**config.mk**
```make
export PLATFORM = sky130hd
export DESIGN_NAME = countdown_timer
export DESIGN_NICKNAME = d
export VERILOG_FILES = /design/src/rtl/countdown_timer.sv
export SDC_FILE = /design/constraint.sdc
export NUM_CORES = 1
export LEC_CHECK = 0
export CELL_PAD_IN_SITES_DETAIL_PLACEMENT = 0
export CELL_PAD_IN_SITES_GLOBAL_PLACEMENT = 1
export CORE_MARGIN = 8
export CORE_UTILIZATION = 35
export CTS_CLUSTER_SIZE = 14
export DETAILED_ROUTE_END_ITERATION = 8
export HOLD_SLACK_MARGIN = 0.08
export PLACE_DENSITY = 0.89
export SETUP_SLACK_MARGIN = 0.1
export SLEW_MARGIN = 0
export SYNTH_ARGS = -nofsm -noshare
export SYNTH_HDL_FRONTEND = slang
export SYNTH_SLANG_ARGS = --single-unit
```
**constraint.sdc**
```tcl
create_clock -name clk -period 2.4 [get_ports clk]
set_clock_uncertainty 0.15 [all_clocks]
set_input_delay 0.6 -clock clk [delete_from_list [all_inputs] [get_ports clk]]
set_output_delay 0.6 -clock clk [all_outputs]
set_load 0.005 [all_outputs]
```
**src/rtl/countdown_timer.sv**
```systemverilog
// Two-digit BCD countdown timer with a programmable tick prescaler and a load/start/stop/expiry FSM.
// Optional feature: define COUNTDOWN_AUTO_RELOAD_EN to reload the count from rl_val on expiry.
module countdown_timer #(
  parameter int unsigned TICK_DIV = 4
) (
  input  logic       clk,
  input  logic       rst,
  input  logic       load,
  input  logic [7:0] load_val,
  input  logic       start,
  input  logic       stop,
  output logic [3:0] out_t,
  output logic [3:0] out_tens,
  output logic       running,
  output logic       done
);

  localparam int unsigned PW = (TICK_DIV > 2) ? $clog2(TICK_DIV) : 1;

`ifdef COUNTDOWN_AUTO_RELOAD_EN
  localparam bit AUTO_RL = 1'b1;
`else
  localparam bit AUTO_RL = 1'b0;
`endif

  typedef enum logic [1:0] {
    IDLE  = 2'd0,
    RUN   = 2'd1,
    PAUSE = 2'd2
  } state_t;

  state_t        r_state;
  logic [PW-1:0] r_pre;
  logic [3:0]    r_tens;
  logic [3:0]    r_ones;
  logic [7:0]    r_rl;
  logic          r_running;
  logic          r_done;

  logic [3:0]    w_ld_tens;
  logic [3:0]    w_ld_ones;
  logic          w_zero;
  logic          w_last;
  logic          w_tick;
  logic          w_reload;

  // Out-of-range BCD nibbles saturate to 9
  assign w_ld_tens = (load_val[7:4] > 4'd9) ? 4'd9 : load_val[7:4];
  assign w_ld_ones = (load_val[3:0] > 4'd9) ? 4'd9 : load_val[3:0];

  assign w_zero   = (r_tens == 4'd0) && (r_ones == 4'd0);
  assign w_last   = (r_tens == 4'd0) && (r_ones == 4'd1);
  assign w_tick   = (r_pre == PW'(TICK_DIV - 1));
  assign w_reload = AUTO_RL && (r_rl != 8'h00);

  always_ff @(posedge clk or posedge rst) begin
    if (rst) begin
      r_state   <= IDLE;
      r_pre     <= '0;
      r_tens    <= 4'd0;
      r_ones    <= 4'd0;
      r_rl      <= 8'h00;
      r_running <= 1'b0;
      r_done    <= 1'b0;
    end else begin
      r_done <= 1'b0;
      if (load) begin
        r_tens    <= w_ld_tens;
        r_ones    <= w_ld_ones;
        r_rl      <= {w_ld_tens, w_ld_ones};
        r_pre     <= '0;
        r_state   <= IDLE;
        r_running <= 1'b0;
      end else if (stop && (r_state == RUN)) begin
        // Prescaler is kept so a resume continues the partial tick
        r_state   <= PAUSE;
        r_running <= 1'b0;
      end else begin
        case (r_state)
          IDLE, PAUSE: begin
            if (start && !w_zero) begin
              r_state   <= RUN;
              r_running <= 1'b1;
            end
          end
          RUN: begin
            if (!w_tick) begin
              r_pre <= r_pre + PW'(1);
            end else begin
              r_pre <= '0;
              if (w_last) begin
                r_done <= 1'b1;
                if (w_reload) begin
                  r_tens <= r_rl[7:4];
                  r_ones <= r_rl[3:0];
                end else begin
                  r_ones    <= 4'd0;
                  r_state   <= IDLE;
                  r_running <= 1'b0;
                end
              end else if (r_ones != 4'd0) begin
                r_ones <= r_ones - 4'd1;
              end else begin
                r_ones <= 4'd9;
                r_tens <= r_tens - 4'd1;
              end
            end
          end
          default: begin
            r_state   <= IDLE;
            r_running <= 1'b0;
          end
        endcase
      end
    end
  end

  assign out_t    = r_ones;
  assign out_tens = r_tens;
  assign running  = r_running;
  assign done     = r_done;

endmodule

```
Word level (Yosys, flattened, before mapping)
Index checks and enable logic that the tools add are counted.
{ "op_classes": {"n_reduce_logical": 16, "mux": 35, "n_eq_ne": 10, "order_cmp": 2, "add_sub_neg": 3} }
{ "ops": {"columns": ["cell", "n"], "rows": [
  ["4-bit 2-to-1 mux", 14],
  ["2-bit 2-to-1 mux", 9],
  ["1-bit 2-to-1 mux", 10],
  ["4-bit > comparator, second input constant", 2],
  ["4-bit zero test", 2],
  ["4-bit by 3-bit inequality test with 1-bit output, second input constant", 2],
  ["4-bit by 1-bit subtractor with 4-bit output, second input constant", 2],
  ["2-bit inequality test, second input constant", 3],
  ["3-bit AND reduction", 2],
  ["5-bit AND reduction", 1],
  ["2-bit equality test, second input constant", 2],
  ["4-bit by 1-bit equality test with 1-bit output, second input constant", 1],
  ["1-bit logical AND", 4],
  ["4-bit inequality test, second input constant", 1],
  ["2-bit one-hot mux with 2 select lines", 1],
  ["2-bit nonzero test", 2],
  ["4-bit nonzero test", 1],
  ["2-bit by 1-bit adder with 2-bit output, second input constant", 1],
  ["2-bit by 1-bit equality test with 1-bit output, second input constant", 1],
  ["2-bit zero test", 1],
  ["1-bit one-hot mux with 2 select lines", 1],
  ["2-bit AND reduction", 1],
  ["2-bit OR reduction", 1],
  ["1-bit zero test", 1]
]} }
{ "word_totals": {"in_bits": 13, "out_inout_bits": 10, "elab_cells": 72, "regBits": 14} }

Longest topological paths before layout
Gate-level depths: netlist of the first run.
{ "logic_depth": {"word_depth": 8, "mapped_depth": 6, "mapped_depth_nobuf": 6} }

Worst setup path after synthesis of the first run
OpenSTA, ideal clock, no wires.
{ "synth_path": {"path_type": "reg-to-reg", "start": "reg r_ones[0] (netlist: out_t[0])", "end": "reg r_tens[3] (netlist: out_tens[3])", "arrival_time_ns": 1.882, "required_time_ns": 2.168, "slack_ns": 0.286, "synth_period_minus_slack_ns": 2.114, "stages_incl_launch_ff": 7, "setup_time_ns": 0.082, "n_path_buf": 0, "cell_sequence": "dfrtp_1 inv_1 ha_1 or3b_4 a211o_2 or3_1 a31oi_1"} }
{ "synth_via": {"elab_chain_len": 4, "elab_cells_between_ends": 6, "cone_classes": "3 x eq/ne; 3 x reduce/logical"} }
{ "synth_lines": {"columns": ["item", "line_no", "source"], "rows": [
  ["start: declaration", "35", "logic [3:0] r_ones;"],
  ["start signal: assignment", "69", "r_ones <= w_ld_ones;"],
  ["start signal: assignment", "95", "r_ones <= r_rl[3:0];"],
  ["start signal: assignment", "102", "r_ones <= r_ones - 4'd1;"],
  ["4-bit by 1-bit equality test with 1-bit output", "52", "assign w_last = (r_tens == 4'd0) && (r_ones == 4'd1);"],
  ["1-bit logical AND", "52", null],
  ["2-bit inequality test (no line)", null, null],
  ["5-bit AND reduction (no line) *", null, null],
  ["end signal: assignment", "68", "r_tens <= w_ld_tens;"],
  ["end signal: assignment", "94", "r_tens <= r_rl[7:4];"],
  ["end signal: assignment", "105", "r_tens <= r_tens - 4'd1;"],
  ["end: declaration", "34", "logic [3:0] r_tens;"]
]} }
Mark *: on every way between the ends. The rest lies on a longest branch, timed or not.
A chain may end at the register's enable or synchronous reset.

Final worst setup path of the first run
{ "layout_path": {"start": "reg r_ones[1] (netlist: out_t[1])", "end": "reg r_tens[3] (netlist: out_tens[3])"} }
The elaborated chain is that of the path after synthesis.

==> impl_metrics.yaml, run 1 <==
place:
  place_area_sq_mm: 0.00112
  post-place-ws_ns: 0.0207
  dp.cells: 138
  dp_hpwl_mm: 1.58
  port_buffers: 22
  gp_congestion: 0.856
critical_path:
  cp-end-kind: "flop"
  required_ns: 2.45
  cp.arrival_ns: 2.27
  start_kind: "flop"
  crit_type: "flop to flop"
  crit_fanout: 5
power:
  power_density_mw_per_mm2: 458
  power.share.combinational_pct: 25.4
  ir_drop_v: 0.000257
  clockPowerShare_pct: 26.4
  p_int_mw: 0.377
  switching_power_mw: 0.147
  swShare_pct: 28.1
  power_leakage_nw: 0.464
  p_seq_share_pct: 48.2
  p_total_mw: 0.524
drt:
  via_count: 729
  drt-pass1-iter-count: 4
  drt_iter0_drc: 25
  viasPerCell: 5.13
  drc: 0
  wl_per_cell_microns: 13.5
  ant_nets: 0
  routed_wl_mm: 1.92
grt:
  grt_pass1_wl_mm: 3.26
  first_global_vias: 741
  antenna_found_initial: 0
  overflow: 0
  grt_max_degree: 14
  track_usage_pct: 9.44
clock_tree:
  numCtsBuffers: 3
  clk_pin_slew_worst_paths_ns: 0.08
  cts_hold_buf: 0
  cts_setup_buffers: 0
  clk_path_buf_depth: 2
  numClockSinks: 13
  cts_tree: "done"
  clk_latency_ns: 0.28
  cts-root-buf: "clkbuf_4"
  h-tree-depth: 1
logic_synthesis:
  synth.area.mux_share_pct: 2.56
  synth-xor-area-share_pct: 3.17
  synth-seq-area-share_pct: 39.2
  synthDistinctLibCells: 34
  synth-simple-area-share_pct: 18.9
  synth_area_leaders: "dfrtp_1, ha_1, o21ai_0, inv_1, nor3b_1"
  yosys.area_share.adder_pct: 9.05
  synthCells: 85
  synth_fp_nets: 104
  ys_ff_latch: 13
  yosys.area.top_type: "dfrtp_1"
  synth_top_area_share_pct: 39.2
  synth_top_family_by_area: "compound AO/OA/AOI/OAI gates"
  synth_area_sq_um: 830
  synth_compound_area_share_pct: 22.2
  yosys_warnings: 0
  synth_area_per_cell_sq_um: 9.76
floorplanning:
  start_util_pct: 37.1
  die_w_microns: 64.7
  die_y_microns: 64.7
  std_cell_rows: 17
  pin_count: 23
  core_area_sq_mm: 0.00223
  die-area_sq_mm: 0.00418
final_layout:
  finalNonFillerCells: 142
  n_antenna_cell: 0
  drive_above_1_share_pct: 14.9
  synthToLayoutAreaGrowth_pct: 38.0
  design_area_sq_mm: 0.00114
  final_util_pct: 51.3
  nets: 134
sta:
  post-route-period-util_pct: 92.7
  period_needed_ns: 2.22
  hold_viol: 0
  slew_viol_final: 0
  timing.hold.ws_ns: 0.393
  setup_viol: 0
  rsz0062_at_grt: "no"
  max_slew_margin_pct: 67.2
  final.setup.tns_ns: 0
  worstMarginPinSlew_ns: 0.491
  fin_ws_ns: 0.176
  max_freq_ghz: 0.450
run:
  cap_violations: 0
min_path:
  min_path_type: "flop to flop"
run_status:
  status: "completed"
==> cell type report <==
type	count	area (sq um)
clock buffer	4	26.3
fill	215	1090
inverter	8	30.0
multi-input combinational	61	463
sequential	13	325
tap	28	35.0
timing repair buffer	28	265
==> sequential cells by signal, indices dropped and copies added (netlist names) <==
signal    count
out_t         4
out_tens      4
r_pre         2
r_state       2
done          1
==> layer usage <==
metal | GRT usage [%] | up-vias | part of all wire, %
li1 | - | 369 | -
met2 | 14.4 | 17 | 46
met4 | 4.09 | 0 | 0.42
met3 | 3.09 | 2 | 5.3
met5 | 0 | - | 0
met1 | 11.9 | 341 | 48
==> final timing paths <==
| path | to | depth (start not counted) | startpoint | slack (ns) |
|---|---|---|---|---|
| worst max-delay path | out_tens[3]$_DFFE_PP0P_ | 6 | out_t[1]$_DFFE_PP0P_ | 0.18 |
| max in group asynchronous | out_tens[3]$_DFFE_PP0P_ | 2 | rst | 1.28 |
| worst min register to register | r_pre[1]$_DFFE_PP0P_ | 2 | r_pre[1]$_DFFE_PP0P_ | 0.39 |
| min in group asynchronous | out_t[1]$_DFFE_PP0P_ | 2 | rst | 0.48 |
| worst min-delay path | r_pre[1]$_DFFE_PP0P_ | 2 | r_pre[1]$_DFFE_PP0P_ | 0.39 |
| worst max register to register | out_tens[3]$_DFFE_PP0P_ | 6 | out_t[1]$_DFFE_PP0P_ | 0.18 |
==> cells in the mapped netlist (all sizes together) <==
library cell / instances
or3: 2
nand3: 2
dfrtp: 13
o22ai: 1
clkbuf: 3
nand2: 3
or3b: 1
a2111o: 1
nor3b: 5
a2111oi: 2
a21oi: 4
a221oi: 1
nor2: 4
nand3b: 3
a211o: 1
mux2i: 1
ha: 6
mux2: 1
a211oi: 1
o21ai: 8
nor4b: 1
nand2b: 1
a21bo: 1
a31oi: 2
nor3: 1
xnor2: 3
a2bb2oi: 1
nand4bb: 1
o21ba: 1
o21a: 1
a22oi: 1
inv: 8
==> worst max-delay path: stages (launching register included) <==
cell	delay, ns
dfrtp_1	0.44
inv_2	0.09
ha_1	0.16
or3b_4	0.40
a211o_2	0.36
or3_1	0.36
a31oi_1	0.18
==> placed cells by master, fill, tap and decap left out, drive strengths merged, types with 4 or more instances in the layout <==
cell type,count
dfrtp,13
o21ai,8
clkdlybuf4s50,22
nor2,4
nor3b,5
buf,6
ha,6
a21oi,4
inv,8
clkbuf,4
==> power by group through the flow <==
stage | Sequential, mW | Clock [mW] | Combinational [mW]
2_1_floorplan | 0.255 | 0 | 0.0621
3_3_place_gp | 0.255 | 0 | 0.133
3_5_place_dp | 0.256 | 0 | 0.135
4_1_cts | 0.252 | 0.142 | 0.136
5_1_grt | 0.255 | 0.153 | 0.148
6_report | 0.252 | 0.138 | 0.133
==> cells by family (layout without fill, tap and decap cells) <==
kind of cell / Yosys count / after routing
compound gates: 26 / 26
simple gates: 24 / 24
flops: 13 / 13
buf+inv: 11 / 40
fa+ha+maj: 6 / 6
xor+xnor: 3 / 3
mux: 2 / 2
==> repair_timing <==
action | 4_1_cts | 5_1_grt
gates resized for setup | 0 | 1
endpoints found under the hold margin | 0 | 0
setup endpoints to repair | 0 | 1
(Power assumes the default switching activity.)
==> run 2: changes to the inputs <==
--- a/config.mk
+++ b/config.mk
@@ -9,6 +9,7 @@
 export CELL_PAD_IN_SITES_GLOBAL_PLACEMENT = 1
 export CORE_MARGIN = 8
 export CORE_UTILIZATION = 35
+export CTS_CLUSTER_DIAMETER = 30
 export CTS_CLUSTER_SIZE = 14
 export DETAILED_ROUTE_END_ITERATION = 8
 export HOLD_SLACK_MARGIN = 0.08
==> results of run 2 <==
Final layout, timing and power as in run 1 (identical DEF).
